File: config.mk
export PLATFORM = sky130hd
export DESIGN_NAME = rain_tick_gen
export DESIGN_NICKNAME = d
export VERILOG_FILES = /design/src/rtl/rain_pkg.sv /design/src/rtl/rain_tick_gen_tick_divider.sv /design/src/rtl/rain_tick_gen.sv
export SDC_FILE = /design/constraint.sdc
export NUM_CORES = 1
export LEC_CHECK = 0
export CORE_UTILIZATION = 25
export DETAILED_ROUTE_END_ITERATION = 8
export SYNTH_ARGS = -nofsm -noshare
export SYNTH_HDL_FRONTEND = slang
export SYNTH_SLANG_ARGS = --single-unit
File: constraint.sdc
create_clock -name clk12p5mhz_clk -period 11 [get_ports clk12p5mhz_clk]
set_input_delay 2.75 -clock clk12p5mhz_clk [delete_from_list [all_inputs] [get_ports clk12p5mhz_clk]]
set_output_delay 2.75 -clock clk12p5mhz_clk [all_outputs]
set_load 0.02 [all_outputs]
File: src/rtl/rain_pkg.sv
// Shared constants for the rain-game tick generator.
// Default lane/bucket/check periods, speed-band width and counter width.
package rain_pkg;

   localparam int N_LANES = 5;
   localparam int SPEED_W = 2;
   localparam int DEF_CNT_W = 24;

   localparam int DEF_LANE_PERIOD_0 = 1_250_000;
   localparam int DEF_LANE_PERIOD_1 = 1_000_000;
   localparam int DEF_LANE_PERIOD_2 = 833_333;
   localparam int DEF_LANE_PERIOD_3 = 625_000;
   localparam int DEF_LANE_PERIOD_4 = 500_000;
   localparam int DEF_BUCKET_PERIOD = 250_000;
   localparam int DEF_CHECK_PERIOD = 125_000;

   function automatic bit period_fits(input int p, input int w);
      return longint'(p) < (longint'(1) << w);
   endfunction

   // Fastest band divides by 8; it must still leave a period of 2
   // so a strobe can never be high on two adjacent cycles.
   function automatic bit lane_period_ok(input int p, input int w);
      return ((p >> 3) >= 2) && period_fits(p, w);
   endfunction

endpackage

File: src/rtl/rain_tick_gen_tick_divider.sv
// Down-counting strobe divider: one-cycle tick every `period` enabled edges.
// Ports: clk, reset (async high), en, period (sampled at reload), tick.
module tick_divider
   import rain_pkg::*;
#(
   parameter int CNT_W = DEF_CNT_W,
   parameter int RST_PERIOD = 16
) (
   input  logic             clk,
   input  logic             reset,
   input  logic             en,
   input  logic [CNT_W-1:0] period,
   output logic             tick
);

   localparam logic [CNT_W-1:0] RST_LOAD = CNT_W'(RST_PERIOD - 1);

   logic [CNT_W-1:0] cnt;

   // A new period is only picked up on reload, so a speed change
   // never truncates or restarts the count in flight.
   always_ff @(posedge clk or posedge reset) begin
      if (reset) begin
         cnt  <= RST_LOAD;
         tick <= 1'b0;
      end else if (!en) begin
         tick <= 1'b0;
      end else if (cnt == '0) begin
         cnt  <= period - CNT_W'(1);
         tick <= 1'b1;
      end else begin
         cnt  <= cnt - CNT_W'(1);
         tick <= 1'b0;
      end
   end

endmodule

File: src/rtl/rain_tick_gen.sv
// Strobe generator for the rain game: 5 lane fall ticks, bucket and check.
// Ports: clk12p5mhz_clk, reset, pause_switch, volume_level -> rain_tick,
//        bucket_tick, check_tick, speed_level.
module rain_tick_gen
   import rain_pkg::*;
#(
   parameter int CNT_W = DEF_CNT_W,
   parameter int LANE_PERIOD_0 = DEF_LANE_PERIOD_0,
   parameter int LANE_PERIOD_1 = DEF_LANE_PERIOD_1,
   parameter int LANE_PERIOD_2 = DEF_LANE_PERIOD_2,
   parameter int LANE_PERIOD_3 = DEF_LANE_PERIOD_3,
   parameter int LANE_PERIOD_4 = DEF_LANE_PERIOD_4,
   parameter int BUCKET_PERIOD = DEF_BUCKET_PERIOD,
   parameter int CHECK_PERIOD = DEF_CHECK_PERIOD
) (
   input  logic               clk12p5mhz_clk,
   input  logic               reset,
   input  logic               pause_switch,
   input  logic [5:0]         volume_level,
   output logic [N_LANES-1:0] rain_tick,
   output logic               bucket_tick,
   output logic               check_tick,
   output logic [SPEED_W-1:0] speed_level
);

   localparam int LANE_P [N_LANES] = '{
      LANE_PERIOD_0, LANE_PERIOD_1, LANE_PERIOD_2,
      LANE_PERIOD_3, LANE_PERIOD_4
   };

   logic unused_volume_bits;
   assign unused_volume_bits = ^volume_level[3:0];

   // Top two volume bits select one of four 16-step bands.
   always_ff @(posedge clk12p5mhz_clk or posedge reset) begin
      if (reset) speed_level <= '0;
      else       speed_level <= volume_level[5:4];
   end

   for (genvar i = 0; i < N_LANES; i++) begin : g_lane
      if (!lane_period_ok(LANE_P[i], CNT_W)) begin : g_bad
         $error("rain_tick_gen: lane %0d period %0d invalid",
                i, LANE_P[i]);
      end

      logic [CNT_W-1:0] lane_period;
      assign lane_period = CNT_W'(LANE_P[i]) >> speed_level;

      tick_divider #(
         .CNT_W      (CNT_W),
         .RST_PERIOD (LANE_P[i])
      ) u_lane (
         .clk    (clk12p5mhz_clk),
         .reset  (reset),
         .en     (~pause_switch),
         .period (lane_period),
         .tick   (rain_tick[i])
      );
   end

   if (!period_fits(BUCKET_PERIOD, CNT_W)) begin : g_bad_bucket
      $error("rain_tick_gen: BUCKET_PERIOD %0d too wide", BUCKET_PERIOD);
   end

   if (!period_fits(CHECK_PERIOD, CNT_W)) begin : g_bad_check
      $error("rain_tick_gen: CHECK_PERIOD %0d too wide", CHECK_PERIOD);
   end

   tick_divider #(
      .CNT_W      (CNT_W),
      .RST_PERIOD (BUCKET_PERIOD)
   ) u_bucket (
      .clk    (clk12p5mhz_clk),
      .reset  (reset),
      .en     (1'b1),
      .period (CNT_W'(BUCKET_PERIOD)),
      .tick   (bucket_tick)
   );

   tick_divider #(
      .CNT_W      (CNT_W),
      .RST_PERIOD (CHECK_PERIOD)
   ) u_check (
      .clk    (clk12p5mhz_clk),
      .reset  (reset),
      .en     (1'b1),
      .period (CNT_W'(CHECK_PERIOD)),
      .tick   (check_tick)
   );

endmodule

==> results.sh, run 1 <==
export IMPL_status="finished, final reports clean"
export IMPL_ant_nets=0
export IMPL_routedWlPerCell_um=14.8
export IMPL_hpwl_mm=15.6
export IMPL_antenna_found_initial=0
export IMPL_fin_area_mm2=0.0112
export IMPL_syn_num_nets=1122
export IMPL_muxShareOfSynthArea=0.0181
export IMPL_p_int_mw=1.35
export IMPL_cts_root_buffer="clkbuf_16"
export IMPL_max_slew_margin=0.317
export IMPL_crit_fanout=45
export IMPL_placementRows=73
export IMPL_power_switching_uw=623
export IMPL_synth_top_family_by_area="simple AND/OR/NAND/NOR gates"
export IMPL_netlist_instances=1096
export IMPL_grt_max_degree=70
export IMPL_p_leak_nw=4.29
export IMPL_yosys_area_top_type="dfrtp_1"
export IMPL_cts_made_buffers=17
export IMPL_power_frac_seq=0.492
export IMPL_synth_xor_area_share=0.0550
export IMPL_crit_arrival_ns=5.20
export IMPL_path_clk_slew_ns=0.06
export IMPL_area_delta_synth_final_pct=11.8
export IMPL_cts_htree_levels=4
export IMPL_async_flop_share=1.00
export IMPL_final_nets=1101
export IMPL_fin_tns_setup_ns=0
export IMPL_power_share_clock=0.312
export IMPL_ys_types=78
export IMPL_track_usage=0.118
export IMPL_hold_path_class="flip-flop to flip-flop"
export IMPL_synth_area_top_cells="dfrtp_1, dfstp_2, nor2_1"
export IMPL_avgSynthCellArea_um2=9.15
export IMPL_ys_seq_elements=177
export IMPL_combPwrFrac=0.196
export IMPL_clock_sinks=177
export IMPL_synth_edf_count=0
export IMPL_io_buffers=13
export IMPL_cp_required_ns=11.38
export IMPL_yosys_area_share_simple=0.242
export IMPL_clock_path_buffers=2
export IMPL_ys_seq_area_frac=0.451
export IMPL_drv_cap=0
export IMPL_placed_area_mm2=0.0106
export IMPL_vias=8199
export IMPL_synth_compound_area_frac=0.172
export IMPL_synthFlopType="dfrtp_1"
export IMPL_reg2regPathDepth=11
export IMPL_finalWeightedCongestion=0.790
export IMPL_critPathKind="input port to flip-flop"
export IMPL_firstDrtPassIters=5
export IMPL_num_antenna_cells=0
export IMPL_routed_wl_mm=23.9
export IMPL_cts_tree="done"
export IMPL_grt_overflow=0
export IMPL_regToRegStartpoint="speed_level[1]"
export IMPL_cp_start_kind="input port"
export IMPL_synthAdderAreaFrac=0.0212
export IMPL_end_kind="flip-flop"
export IMPL_swShare=0.316
export IMPL_clock_skew_ns=0.0103
export IMPL_timing_fmax_mhz=207
export IMPL_die_y_um=202
export IMPL_grt_pass1_wl_mm=39.8
export IMPL_period_share=0.439
export IMPL_tightestPinTransition_ns=1.01
export IMPL_irDropWorstVdd_mv=0.109
export IMPL_clk_latency_ns=0.44
export IMPL_p_per_area_mw_per_mm2=176
export IMPL_grt_pass1_vias=7929
export IMPL_ys_warnings_count=0
export IMPL_final_hold_viol_count=0
export IMPL_drive_gt1_frac=0.142
export IMPL_grt_setup_unrepaired="false"
export IMPL_crit_path_end="g_lane[2].u_lane.cnt[9]"
export IMPL_fin_cells=1613
export IMPL_postCtsHoldBufs=0
export IMPL_cts_setup_buffers=0
export IMPL_synth_top_area_frac=0.257
export IMPL_crit_start="pause_switch"
export IMPL_core_area_mm2=0.0396
export IMPL_r2r_end="g_lane[2].u_lane.cnt[16]"
export IMPL_drc=0
export IMPL_start_util=0.253
export IMPL_via_per_inst=5.08
export IMPL_drtIter0Drc=443
export IMPL_io_pins=18
export IMPL_finalSetupViolCount=0
export IMPL_r2r_setup_slack_ns=6.74
export IMPL_min_period_ns=4.82
export IMPL_post_place_cells=1581
export IMPL_slew_viol_final=0
export IMPL_cts_resized=0
export IMPL_syn_area_mm2=0.0100
export IMPL_die_area_mm2=0.0409
export IMPL_die_width_um=202
-- cell usage in the layout (no fill, tap or decap), types with 12 or more instances in the layout --
cell	synthesis	layout
nor2_1	115	115
dfrtp_1	103	103
nand2_1	86	86
dfstp_2	74	74
o21ai_0	66	66
a21oi_1	64	64
nor3_1	53	52
nor4_1	45	45
xnor2_1	37	37
inv_1	32	30
or3_1	27	27
xor2_1	26	26
nand3_1	21	21
or4_1	20	20
a31oi_1	19	19
ha_1	17	17
clkbuf_16	0	17
nand4_1	15	15
o31ai_1	14	14
a211oi_1	13	13
clkdlybuf4s50_1	0	12
-- sequential cells by signal, indices dropped and copies added (netlist names) --
| signal | count |
|---|---|
| g_lane.u_lane.cnt | 120 |
| u_bucket.cnt | 24 |
| u_check.cnt | 24 |
| g_lane.u_lane.tick | 5 |
| speed_level | 2 |
| u_bucket.tick | 1 |
| u_check.tick | 1 |
-- worst min-delay path by stage --
stage	from	to	depth (start not counted)	slack (ns)
6_report	g_lane[4].u_lane.cnt[22]	g_lane[4].u_lane.cnt[22]	1	0.47
5_1_grt	g_lane[1].u_lane.cnt[22]	g_lane[1].u_lane.cnt[22]	1	0.49
4_1_cts	g_lane[1].u_lane.cnt[10]	g_lane[1].u_lane.cnt[10]	1	0.47
3_5_place_dp	g_lane[1].u_lane.cnt[22]	g_lane[1].u_lane.cnt[22]	1	0.46
3_3_place_gp	g_lane[1].u_lane.cnt[10]	g_lane[1].u_lane.cnt[10]	1	0.45
2_1_floorplan	g_lane[1].u_lane.cnt[10]	g_lane[1].u_lane.cnt[10]	1	0.43
-- through the flow --
| step | worst slack [ns] | total power, mW | hold slack (ns) | util |
|---|---|---|---|---|
| CTS | 6.15 | 1.99 | 0.470 | 0.283 |
| global route | 6.04 | 2.09 | 0.488 | 0.283 |
| floorplan | 3.57 | 1.25 | 0.433 | - |
| global placement | 5.71 | 1.34 | 0.449 | 0.268 |
| finish | 6.18 | 1.97 | 0.471 | 0.283 |
| detailed placement | 5.74 | 1.36 | 0.459 | 0.268 |
-- kinds of logic after synthesis --
| group | count (synthesis) |
|---|---|
| muxes | 17 |
| AOI/OAI and AO/OA | 263 |
| DFF | 177 |
| adders and majority gates | 17 |
| buffers and inverters | 96 |
| xor gates and xnor gates | 63 |
| and+or+nand+nor | 463 |
-- routing by layer --
layer  vias to the layer above  GRT usage  share of wire  wire (um)
met1                      4061      0.156           0.47      11300
met5                         -          0              0          0
met3                        23     0.0237          0.040        949
met4                         0     0.0392          0.014        333
li1                       3981          -              -          -
met2                       134      0.194           0.47      11300
-- power groups by stage --
stage	Clock [mW]	Sequential (mW)	Combinational, mW
after floorplan	0	0.924	0.329
after global placement	0	0.969	0.372
after detailed placement	0	0.974	0.387
after CTS	0.633	0.966	0.387
after global routing	0.657	0.990	0.439
final	0.616	0.969	0.385
-- final cells by class --
type                       instances  area, um^2
tap                              525         657
multi-input combinational        823        5110
clock inverter                    10         108
clock buffer                      22         484
inverter                          33         129
sequential                       177        4520
timing repair buffer              23         203
fill                            4195       28400
-- Yosys cell counts (9+ instances only) --
| master | number |
|---|---|
| nor2_1 | 115 |
| dfrtp_1 | 103 |
| nand2_1 | 86 |
| dfstp_2 | 74 |
| o21ai_0 | 66 |
| a21oi_1 | 64 |
| nor3_1 | 53 |
| nor4_1 | 45 |
| clkbuf_1 | 38 |
| xnor2_1 | 37 |
| inv_1 | 32 |
| or3_1 | 27 |
| xor2_1 | 26 |
| nand3_1 | 21 |
| or4_1 | 20 |
| a31oi_1 | 19 |
| ha_1 | 17 |
| nand4_1 | 15 |
| o31ai_1 | 14 |
| a211oi_1 | 13 |
| a21o_1 | 11 |
| nand2b_1 | 11 |
| and3_1 | 10 |
| buf_1 | 10 |
| mux2_2 | 9 |
-- worst max-delay path: stages --
cell and delay, ns:
buf_4 0.24, inv_2 0.31, buf_4 0.54, nand2b_1 0.21, or3_1 0.46, or3_1 0.36, nor3b_1 0.19, a21o_1 0.11
No activity file was read; power rests on OpenSTA's default activity.
==> run 2, diff against run 1 <==
==> constraint.sdc (replaced) <==
create_clock -name clk12p5mhz_clk -period 5 [get_ports clk12p5mhz_clk]
set_input_delay 1.25 -clock clk12p5mhz_clk [delete_from_list [all_inputs] [get_ports clk12p5mhz_clk]]
set_output_delay 1.25 -clock clk12p5mhz_clk [all_outputs]
set_load 0.02 [all_outputs]
==> run 2 against run 1 <==
Die area is the same. Combinational power rose by 120%. Utilization grew 0.28 points. Largest power group unchanged.
==> results.sh, run 2 (synthesis gave the netlist of run 1 again) <==
export IMPL_cts_resized=0
export IMPL_cts_setup_buffers=0
export IMPL_regMostFlops="g_lane.u_lane.cnt"
export IMPL_cp_cell_sequence="or4_1 > nor4_1 > and3_1 > a21oi_1 > ha_1 > nand2b_1 > nor3_1 > o211ai_1 > nor4_1 > xor2_1 > a21o_1"
export IMPL_cts_htree_levels=4
export IMPL_reg_top3="g_lane.u_lane.cnt x120, u_bucket.cnt x24, u_check.cnt x24"
export IMPL_area_delta_synth_final_pct=12.9
export IMPL_num_antenna_cells=0
export IMPL_clock_skew_ns=0.00871
export IMPL_drv_cap=0
export IMPL_path_clk_slew_ns=0.07
export IMPL_clock_sinks=177
export IMPL_status="finished, final reports clean"
export IMPL_grt_max_degree=76
export IMPL_final_hold_viol_count=0
export IMPL_crit_arrival_ns=3.95
export IMPL_postCtsHoldBufs=0
export IMPL_crit_slowest_cell="or4_1"
export IMPL_tightestPinTransition_ns=1.03
export IMPL_crit_path_end="g_lane[2].u_lane.cnt[16]"
export IMPL_placementRows=73
export IMPL_layout_common_cells="nor2_1, dfrtp_1, nand2_1, dfstp_2, o21ai_0"
export IMPL_cts_made_buffers=17
export IMPL_path_common_cell="nor4_1"
export IMPL_hold_path_class="flip-flop to flip-flop"
export IMPL_largest_reg_flops=120
export IMPL_cp_required_ns=5.34
export IMPL_core_area_mm2=0.0396
export IMPL_slew_viol_final=0
export IMPL_vias=8167
export IMPL_finalWeightedCongestion=0.813
export IMPL_grt_overflow=0
export IMPL_firstDrtPassIters=5
export IMPL_die_y_um=202
export IMPL_r2r_end="g_lane[2].u_lane.cnt[16]"
export IMPL_drc=0
export IMPL_finalSetupViolCount=0
export IMPL_grt_pass1_wl_mm=40.8
export IMPL_cts_tree="done"
export IMPL_io_buffers=13
export IMPL_timing_fmax_mhz=277
export IMPL_start_util=0.253
export IMPL_io_pins=18
export IMPL_p_leak_nw=4.35
export IMPL_final_common_cell="nor2_1"
export IMPL_min_period_ns=3.61
export IMPL_routedWlPerCell_um=14.7
export IMPL_grt_pass1_vias=7986
export IMPL_max_slew_margin=0.305
export IMPL_whs_ns=0.464
export IMPL_antenna_found_initial=0
export IMPL_cts_root_buffer="clkbuf_16"
export IMPL_reg2regPathDepth=11
export IMPL_r2r_setup_slack_ns=1.39
export IMPL_critPathKind="flip-flop to flip-flop"
export IMPL_grt_setup_unrepaired="false"
export IMPL_slowest_delay_ns=0.59
export IMPL_p_per_area_mw_per_mm2=388
export IMPL_die_area_mm2=0.0409
export IMPL_period_share=0.723
export IMPL_clock_path_buffers=2
export IMPL_fin_tns_setup_ns=0
export IMPL_final_nets=1110
export IMPL_irDropWorstVdd_mv=0.181
export IMPL_crit_fanout=11
export IMPL_via_per_inst=5.04
export IMPL_track_usage=0.121
export IMPL_clk_latency_ns=0.44
export IMPL_routed_wl_mm=23.8
export IMPL_ant_nets=0
export IMPL_cp_start_kind="flip-flop"
export IMPL_hpwl_mm=15.9
export IMPL_regToRegStartpoint="g_lane[2].u_lane.cnt[15]"
export IMPL_drive_gt1_frac=0.149
export IMPL_die_width_um=202
export IMPL_end_kind="flip-flop"
export IMPL_drtIter0Drc=441
export IMPL_crit_start="g_lane[2].u_lane.cnt[15]"
run 2: cell count changes in the layout (fill, tap and decap cells not counted), sizes merged:
cell    previous run  this run
buf               11        20
clkinv             6         4
inv               32        34
bufinv             2         3
clkbuf            22        21
run 2: worst min-delay path by stage:
stage	start	endpoint	slack (ns)	cells after the start
6_report	g_lane[4].u_lane.cnt[22]	g_lane[4].u_lane.cnt[22]	0.46	1
5_1_grt	g_lane[4].u_lane.cnt[22]	g_lane[4].u_lane.cnt[22]	0.49	1
4_1_cts	g_lane[4].u_lane.cnt[22]	g_lane[4].u_lane.cnt[22]	0.47	1
3_5_place_dp	u_check.cnt[0]	u_check.cnt[0]	0.45	1
3_3_place_gp	g_lane[1].u_lane.cnt[10]	g_lane[1].u_lane.cnt[10]	0.45	1
2_1_floorplan	g_lane[1].u_lane.cnt[10]	g_lane[1].u_lane.cnt[10]	0.43	1
run 2: area by class of cell:
type | instances | area [um^2]
Multi-Input combinational cell | 823 | 5110
Clock buffer | 21 | 470
Tap cell | 525 | 657
Inverter | 33 | 128
Timing Repair Buffer | 32 | 283
Fill cell | 4189 | 28300
Sequential cell | 177 | 4520
Clock inverter | 11 | 154
run 2: metal layers:
metal | wire (um) | GRT usage | vias to the layer above
met4 | 416 | 0.0438 | 0
met3 | 644 | 0.0198 | 25
li1 | - | - | 4000
met5 | 0 | 0 | -
met1 | 11400 | 0.159 | 4026
met2 | 11400 | 0.198 | 116
run 2: through the flow:
stage	setup WS, ns	area (um^2)	utilization	total power, mW	instances
2_1_floorplan	1.14	10000	-	2.76	1096
3_3_place_gp	1.46	10700	0.270	2.95	1590
3_5_place_dp	1.43	10700	0.270	2.99	1590
4_1_cts	1.41	11300	0.286	4.44	1622
5_1_grt	1.11	11300	0.286	4.67	1622
6_report	1.39	11300	0.286	4.40	1622
run 2: power by group:
group	switching (mW)	total, mW	internal, mW
registers	0.313	2.12	1.81
logic	0.475	0.852	0.377
clock network	0.596	1.43	0.832
total	1.38	4.40	3.01
run 2: worst max-delay path, delay by kind of cell, from the launching register on:
family | cells | cell delay [ns]
AOI/OAI and AO/OA | 3 | 0.54
xor gates and xnor gates | 1 | 0.16
adders and majority gates | 1 | 0.24
DFF | 1 | 0.40
and+or+nand+nor | 6 | 2.15
